--- src/rtl/s_machine_pkg.sv ---
// Shared definitions for the s_machine core: opcodes, FSM states, flag indices
// and the branch-condition helper.
package s_machine_pkg;

    localparam logic [3:0] OP_LD   = 4'h0;
    localparam logic [3:0] OP_ST   = 4'h1;
    localparam logic [3:0] OP_INC  = 4'h2;
    localparam logic [3:0] OP_BR   = 4'h3;
    localparam logic [3:0] OP_ADD  = 4'h4;
    localparam logic [3:0] OP_SUB  = 4'h5;
    localparam logic [3:0] OP_OR   = 4'h6;
    localparam logic [3:0] OP_AND  = 4'h7;
    localparam logic [3:0] OP_XOR  = 4'h8;
    localparam logic [3:0] OP_SHR  = 4'h9;
    localparam logic [3:0] OP_MOV  = 4'hA;
    localparam logic [3:0] OP_EXCH = 4'hB;
    localparam logic [3:0] OP_CMP  = 4'hC;
    localparam logic [3:0] OP_SET  = 4'hD;
    localparam logic [3:0] OP_CLR  = 4'hE;
    localparam logic [3:0] OP_HALT = 4'hF;

    // Flag vector layout is {Z,N,C}
    localparam int FLAG_Z = 2;
    localparam int FLAG_N = 1;
    localparam int FLAG_C = 0;

    typedef enum logic [1:0] {
        ST_RUN,
        ST_MEM_WAIT,
        ST_HALT
    } state_t;

    typedef enum logic [2:0] {
        ALU_ADD,
        ALU_SUB,
        ALU_OR,
        ALU_AND,
        ALU_XOR,
        ALU_SHR
    } alu_op_t;

    // on_clear=0: taken on empty mask or any masked flag set; on_clear=1: any masked flag clear
    function automatic logic br_taken(input logic on_clear, input logic [2:0] mask,
                                      input logic [2:0] flag_vec);
        if (!on_clear) begin
            return (mask == 3'b000) || ((mask & flag_vec) != 3'b000);
        end
        return (mask & ~flag_vec) != 3'b000;
    endfunction

endpackage

--- src/rtl/s_machine_alu.sv ---
// Combinational ALU for the s_machine core: arithmetic, logic and shift results
// with Z/N/C; logic operations pass the incoming carry through.
module s_machine_alu
    import s_machine_pkg::*;
#(
    parameter int DATA_W = 16
) (
    input  alu_op_t           op,
    input  logic [DATA_W-1:0] opa,
    input  logic [DATA_W-1:0] opb,
    input  logic              c_in,
    output logic [DATA_W-1:0] result,
    output logic              z,
    output logic              n,
    output logic              c
);

    logic [DATA_W:0] sum;

    always_comb begin
        sum    = {1'b0, opa} + {1'b0, opb};
        result = sum[DATA_W-1:0];
        c      = sum[DATA_W];
        case (op)
            ALU_ADD: ;
            ALU_SUB: begin
                result = opa - opb;
                c      = (opa < opb);
            end
            ALU_OR: begin
                result = opa | opb;
                c      = c_in;
            end
            ALU_AND: begin
                result = opa & opb;
                c      = c_in;
            end
            ALU_XOR: begin
                result = opa ^ opb;
                c      = c_in;
            end
            ALU_SHR: begin
                result = {1'b0, opa[DATA_W-1:1]};
                c      = opa[0];
            end
            default: ;
        endcase
        z = (result == '0);
        n = result[DATA_W-1];
    end

endmodule

--- src/rtl/s_machine_core.sv ---
// Accumulator-style core with registers A/B, a single-outstanding memory port and
// a RUN / MEM_WAIT / HALT controller.
module s_machine_core
    import s_machine_pkg::*;
#(
    parameter int DATA_W = 16,
    parameter int ADDR_W = 9,
    parameter int PC_W   = 8
) (
    input  logic              clk,
    input  logic              reset,
    input  logic              enable,
    input  logic [15:0]       inst,
    input  logic              inst_valid,
    output logic              inst_ready,
    output logic [PC_W-1:0]   pc,
    output logic              mem_req,
    output logic              mem_we,
    output logic [ADDR_W-1:0] mem_addr,
    output logic [DATA_W-1:0] mem_wdata,
    input  logic [DATA_W-1:0] mem_rdata,
    input  logic              mem_ack,
    output logic [2:0]        flags,
    output logic              halted
);

    state_t              state_q, state_d;
    logic [DATA_W-1:0]   a_q, a_d;
    logic [DATA_W-1:0]   b_q, b_d;
    logic [PC_W-1:0]     pc_q, pc_d;
    logic [2:0]          flags_q, flags_d;
    logic                mem_req_q, mem_req_d;
    logic                mem_we_q, mem_we_d;
    logic [ADDR_W-1:0]   mem_addr_q, mem_addr_d;
    logic [DATA_W-1:0]   mem_wdata_q, mem_wdata_d;
    logic                ld_dst_q, ld_dst_d;

    logic [3:0]          opcode;
    logic [7:0]          imm8;
    logic                sel_b;
    logic                accept;
    logic [DATA_W-1:0]   ld_imm;
    logic [PC_W-1:0]     pc_inc;

    alu_op_t             alu_op;
    logic [DATA_W-1:0]   alu_a;
    logic [DATA_W-1:0]   alu_b;
    logic [DATA_W-1:0]   alu_result;
    logic                alu_z;
    logic                alu_n;
    logic                alu_c;
    logic [2:0]          alu_flags;

    assign opcode     = inst[15:12];
    assign imm8       = inst[7:0];
    assign sel_b      = inst[11];
    assign inst_ready = (state_q == ST_RUN) && enable && !reset;
    assign accept     = inst_valid && inst_ready;
    assign pc_inc     = pc_q + PC_W'(1);
    assign ld_imm     = inst[9] ? (DATA_W'(imm8) << (DATA_W - 8)) : DATA_W'(imm8);

    assign pc         = pc_q;
    assign flags      = flags_q;
    assign halted     = (state_q == ST_HALT);
    assign mem_req    = mem_req_q;
    assign mem_we     = mem_we_q;
    assign mem_addr   = mem_addr_q;
    assign mem_wdata  = mem_wdata_q;

    // INC works on the selected register with the immediate; everything else is A op B
    always_comb begin
        alu_op = ALU_ADD;
        alu_a  = a_q;
        alu_b  = b_q;
        case (opcode)
            OP_INC: begin
                alu_a = sel_b ? b_q : a_q;
                alu_b = DATA_W'(imm8);
            end
            OP_SUB, OP_CMP: alu_op = ALU_SUB;
            OP_OR:          alu_op = ALU_OR;
            OP_AND:         alu_op = ALU_AND;
            OP_XOR:         alu_op = ALU_XOR;
            OP_SHR:         alu_op = ALU_SHR;
            default: ;
        endcase
    end

    s_machine_alu #(
        .DATA_W(DATA_W)
    ) u_alu (
        .op    (alu_op),
        .opa   (alu_a),
        .opb   (alu_b),
        .c_in  (flags_q[FLAG_C]),
        .result(alu_result),
        .z     (alu_z),
        .n     (alu_n),
        .c     (alu_c)
    );

    always_comb begin
        alu_flags         = 3'b000;
        alu_flags[FLAG_Z] = alu_z;
        alu_flags[FLAG_N] = alu_n;
        alu_flags[FLAG_C] = alu_c;
    end

    always_comb begin
        state_d     = state_q;
        a_d         = a_q;
        b_d         = b_q;
        pc_d        = pc_q;
        flags_d     = flags_q;
        mem_req_d   = mem_req_q;
        mem_we_d    = mem_we_q;
        mem_addr_d  = mem_addr_q;
        mem_wdata_d = mem_wdata_q;
        ld_dst_d    = ld_dst_q;

        case (state_q)
            ST_RUN: begin
                if (accept) begin
                    pc_d = pc_inc;
                    case (opcode)
                        OP_LD: begin
                            if (inst[10]) begin
                                if (sel_b) b_d = ld_imm;
                                else       a_d = ld_imm;
                            end else begin
                                // pc only advances once the load completes
                                pc_d        = pc_q;
                                mem_req_d   = 1'b1;
                                mem_we_d    = 1'b0;
                                mem_addr_d  = ADDR_W'(inst[8:0]);
                                mem_wdata_d = '0;
                                ld_dst_d    = sel_b;
                                state_d     = ST_MEM_WAIT;
                            end
                        end
                        OP_ST: begin
                            pc_d        = pc_q;
                            mem_req_d   = 1'b1;
                            mem_we_d    = 1'b1;
                            mem_addr_d  = ADDR_W'(inst[8:0]);
                            mem_wdata_d = sel_b ? b_q : a_q;
                            state_d     = ST_MEM_WAIT;
                        end
                        OP_INC: begin
                            if (sel_b) b_d = alu_result;
                            else       a_d = alu_result;
                            flags_d = alu_flags;
                        end
                        OP_ADD, OP_SUB, OP_OR, OP_AND, OP_XOR, OP_SHR: begin
                            a_d     = alu_result;
                            flags_d = alu_flags;
                        end
                        OP_CMP:  flags_d = alu_flags;
                        OP_MOV:  b_d = a_q;
                        OP_EXCH: begin
                            a_d = b_q;
                            b_d = a_q;
                        end
                        OP_SET: flags_d = flags_q | inst[10:8];
                        OP_CLR: flags_d = flags_q & ~inst[10:8];
                        OP_BR: begin
                            if (br_taken(sel_b, inst[10:8], flags_q)) begin
                                pc_d = PC_W'(imm8);
                            end
                        end
                        OP_HALT: state_d = ST_HALT;
                        default: ;
                    endcase
                end
            end
            ST_MEM_WAIT: begin
                if (mem_ack) begin
                    if (!mem_we_q) begin
                        if (ld_dst_q) b_d = mem_rdata;
                        else          a_d = mem_rdata;
                    end
                    mem_req_d = 1'b0;
                    pc_d      = pc_inc;
                    state_d   = ST_RUN;
                end
            end
            default: ;
        endcase
    end

    always_ff @(posedge clk) begin
        if (reset) begin
            state_q     <= ST_RUN;
            a_q         <= '0;
            b_q         <= '0;
            pc_q        <= '0;
            flags_q     <= 3'b000;
            mem_req_q   <= 1'b0;
            mem_we_q    <= 1'b0;
            mem_addr_q  <= '0;
            mem_wdata_q <= '0;
            ld_dst_q    <= 1'b0;
        end else begin
            state_q     <= state_d;
            a_q         <= a_d;
            b_q         <= b_d;
            pc_q        <= pc_d;
            flags_q     <= flags_d;
            mem_req_q   <= mem_req_d;
            mem_we_q    <= mem_we_d;
            mem_addr_q  <= mem_addr_d;
            mem_wdata_q <= mem_wdata_d;
            ld_dst_q    <= ld_dst_d;
        end
    end

endmodule

--- config.mk ---
export PLATFORM = sky130hd
export DESIGN_NAME = s_machine_core
export DESIGN_NICKNAME = d
export VERILOG_FILES = /design/src/rtl/s_machine_pkg.sv /design/src/rtl/s_machine_alu.sv /design/src/rtl/s_machine_core.sv
export SDC_FILE = /design/constraint.sdc
export NUM_CORES = 1
export LEC_CHECK = 0
export CORE_MARGIN = 1
export CORE_UTILIZATION = 48
export DETAILED_ROUTE_END_ITERATION = 12
export GPL_TIMING_DRIVEN = 0
export PLACE_DENSITY = 0.76
export SYNTH_ARGS = -nofsm -noshare
export SYNTH_HDL_FRONTEND = slang
export SYNTH_SLANG_ARGS = --single-unit
--- constraint.sdc ---
create_clock -name clk -period 6.6 [get_ports clk]
set_clock_uncertainty 0.05 [all_clocks]
set_input_delay 1.98 -clock clk [delete_from_list [all_inputs] [get_ports clk]]
set_output_delay 1.98 -clock clk [all_outputs]
set_load 0.03 [all_outputs]
==> flow_metrics.tcl, run 1 <==
set metrics [dict create \
    synth_area_sq_mm 0.00716 \
    nFillCells 1407 \
    clock_sinks 73 \
    r2r-start "a_q[3]$_SDFFE_PP0P_" \
    power_density_mw_per_mm2 155 \
    synth_top_area_cell "dfxtp_1" \
    rows 44 \
    total_power_mw 1.31 \
    wl_per_cell_um 20.3 \
    h-tree-depth 3 \
    synth_edf_count 0 \
    layout-drive-gt1-share_pct 6.93 \
    min_period_ps 6430 \
    p_sw_uw 464 \
    clkLatencyLatePin_ps 350 \
    timing.final.ws_setup_ps 173 \
    tns_ps 0 \
    cts_root_buffer "clkbuf_16" \
    avgViaCountPerCell 6.44 \
    status "complete, no violations" \
    ys_types 84 \
    synthDominantCellAreaShare_pct 20.4 \
    placeableCoreArea_sq_mm 0.0145 \
    min_path_type "reg2reg" \
    vdd_drop_max_mv 0.116 \
    antenna_found_initial 0 \
    synth_most_common_cell "nor2_1" \
    cap_violations 0 \
    p_int_uw 843 \
    dp_slack_ps -1050 \
    ys_async_sr_fraction_pct 0 \
    num_vias 8437 \
    max_freq_mhz 156 \
    max_slew.worst_pin.slew_ps 911 \
    fin_nets 1212 \
    synth_nets 1131 \
    syn_inst 1040 \
    area_growth_pct 18.0 \
    r2r_slack_ps 2720 \
    grt_pass1_wl_um 40000 \
    synth_area_leaders "dfxtp_1 (20%), a21oi_1 (9.5%), ha_1 (9.1%)" \
    ant_nets 0 \
    post-route-period-util_pct 97.4 \
    yosysSeqAreaShare_pct 20.4 \
    place_area_sq_mm 0.00811 \
    boundaryPins 77 \
    p_sw_share_pct 35.5 \
    crit_required_ps 6790 \
    gp_congestion 1.06 \
    cts_hold_buf 0 \
    whs_endpoint "mem_addr[0]$_SDFFE_PP0P_" \
    fp.dieH_um 124 \
    wl_um 26600 \
    setup_viol 0 \
    insertedDiodeCount 0 \
    power.leakage_nw 3.26 \
    start_util_pct 49.3 \
    finalHoldViolations 0 \
    power_frac_comb_pct 28.3 \
    dp_hpwl_um 20500 \
    critical_path_class "in2reg" \
    slew_headroom_pct 39.1 \
    synth.avg_cell_area_sq_um 6.89 \
    port_buffers 72 \
    drt_iter0_drc 1054 \
    seqPwrFrac_pct 34.7 \
    grt_overflow 0 \
    synth-main-ff-cell "dfxtp_1" \
    grt_use_total_pct 34.2 \
    multi_input_area_sq_mm 0.00526 \
    design_area_sq_mm 0.00845 \
    seq_area_sq_mm 0.00146 \
    critPathLaunchType "input port" \
    drc_errors 0 \
    grt_max_degree 16 \
    synth-seq-cells 73 \
    critPathMaxFanout 19 \
    cts_tree "yes" \
    synth_commonest_cells "nor2_1 (158), a21oi_1 (136), nand2_1 (113)" \
    die-area_sq_mm 0.0154 \
    hold_depth 2 \
    p_clk_share_pct 37.0 \
    cp-end-kind "register" \
    clockBufferDepth 2 \
    clkTransAtPathRegs_ps 60 \
    drv_slew 0 \
    min_from "mem_addr[0]$_SDFFE_PP0P_" \
    rr_endpoint "flags[2]$_SDFFE_PP0P_" \
    r2r_cells 12 \
    yosys_warnings 0 \
    rsz0062_at_grt "false" \
    first_pass_iters 6 \
    cp.arrival_ps 6620 \
    grt_pass1_vias 7462 \
    cts_made_buffers 9 \
    die_w_um 124 \
]
-- stage by stage --
step           instances  util, %  hold slack [ps]
2_1_floorplan       1040        -              402
3_3_place_gp        1296     55.8              394
3_5_place_dp        1296     55.8              399
4_1_cts             1312     58.1              407
5_1_grt             1310     58.2              430
6_report            1310     58.2              403
-- per-layer routing --
metal | global-route usage (%) | vias to the layer above | wire length, um
met1 | 46.5 | 3848 | 10600
met5 | 0 | - | 0
met2 | 52.5 | 607 | 11500
li1 | - | 3883 | -
met4 | 14.8 | 0 | 1110
met3 | 6.46 | 99 | 3330
-- critical path, cell delays in order --
cell and delay (ps):
clkdlybuf4s50_1 510, buf_4 250, nor3_4 300, clkbuf_4 280, buf_2 260, nor2_1 60, a21oi_1 340, ha_1 330
a21oi_1 260, o221ai_1 210, a2111oi_2 600, o31ai_4 140, a31o_2 260, a311oi_2 490, inv_1 90, a32o_1 230
-- cell type report --
cell class                 instances  share of cell area, %
sequential                        73                   17.3
clock buffer                       9                   2.66
inverter                          52                   2.31
clock inverter                     7                  0.740
timing repair buffer              72                   8.52
tap                              184                   2.72
multi-input combinational        844                   62.2
buffer                            69                   3.58
-- cell usage in the layout (no fill, tap or decap), types with 8 or more instances in the layout --
| cell type | Yosys | layout |
|---|---|---|
| nor2_1 | 158 | 158 |
| a21oi_1 | 136 | 132 |
| nand2_1 | 113 | 113 |
| dfxtp_1 | 73 | 73 |
| clkdlybuf4s50_1 | 0 | 72 |
| ha_1 | 52 | 52 |
| inv_1 | 51 | 51 |
| o21ai_0 | 44 | 43 |
| clkbuf_1 | 44 | 38 |
| nand3_1 | 29 | 29 |
| nor3_1 | 30 | 29 |
| mux2i_1 | 27 | 27 |
| buf_2 | 19 | 23 |
| a22oi_1 | 21 | 20 |
| o211ai_1 | 19 | 19 |
| a211oi_1 | 16 | 16 |
| nand2b_1 | 15 | 15 |
| a21o_1 | 12 | 12 |
| nor2b_1 | 11 | 11 |
| a221oi_1 | 10 | 10 |
| o21bai_1 | 9 | 9 |
| clkbuf_16 | 0 | 9 |
| and2_1 | 8 | 8 |
| a31oi_1 | 9 | 8 |
| xnor2_1 | 8 | 8 |
| a221o_1 | 8 | 8 |
-- state kept, by name (all words and copies together), names as in the netlist --
register / flops
a_q: 16
b_q: 16
mem_wdata: 16
mem_addr: 9
pc: 8
flags: 3
state_q: 2
ld_dst_q: 1
mem_req: 1
mem_we: 1
-- repair_timing --
item / CTS / global route
setup endpoints to repair: 23 / 19
setup buffers: 0 / 0
gates resized for setup: 15 / 8
-- worst max-delay path by stage --
stage	start	to	cells after the start
after floorplan	inst[13]	flags[2]$_SDFFE_PP0P_	17
after global placement	inst[15]	flags[2]$_SDFFE_PP0P_	19
after detailed placement	inst[15]	flags[2]$_SDFFE_PP0P_	19
after CTS	inst[15]	flags[2]$_SDFFE_PP0P_	17
after global routing	inst[14]	flags[2]$_SDFFE_PP0P_	16
final	inst[15]	flags[2]$_SDFFE_PP0P_	16
-- power by group through the flow --
stage / logic (mW) / clock network, mW / registers, mW
after global placement: 0.346 / 0 / 0.463
after global routing: 0.394 / 0.498 / 0.454
after CTS: 0.356 / 0.480 / 0.453
final: 0.369 / 0.484 / 0.454
after floorplan: 0.234 / 0 / 0.463
after detailed placement: 0.349 / 0 / 0.463
-- kinds of logic after synthesis --
group	count (synthesis)	share of synthesized area, %
mux	27	3.77
fa+ha+maj	54	9.64
flops	73	20.4
simple gates	411	26.7
buf+inv	123	6.88
compound gates	343	31.4
xor+xnor	9	1.21
Power figures use the tool's default switching activity.
==> inputs of run 2 (changes only) <==
--- a/config.mk
+++ b/config.mk
@@ -10,6 +10,7 @@
 export DETAILED_ROUTE_END_ITERATION = 12
 export GPL_TIMING_DRIVEN = 0
 export PLACE_DENSITY = 0.76
+export SKIP_LAST_GASP = 1
 export SYNTH_ARGS = -nofsm -noshare
 export SYNTH_HDL_FRONTEND = slang
 export SYNTH_SLANG_ARGS = --single-unit
==> results of run 2 <==
Final layout, timing and power as in run 1 (identical DEF).
==> inputs of run 3 (changes only) <==
--- a/config.mk
+++ b/config.mk
@@ -7,6 +7,7 @@
 export LEC_CHECK = 0
 export CORE_MARGIN = 1
 export CORE_UTILIZATION = 48
+export CTS_CLUSTER_SIZE = 30
 export DETAILED_ROUTE_END_ITERATION = 12
 export GPL_TIMING_DRIVEN = 0
 export PLACE_DENSITY = 0.76
==> results of run 3 <==
Final layout, timing and power as in run 1 (identical DEF).
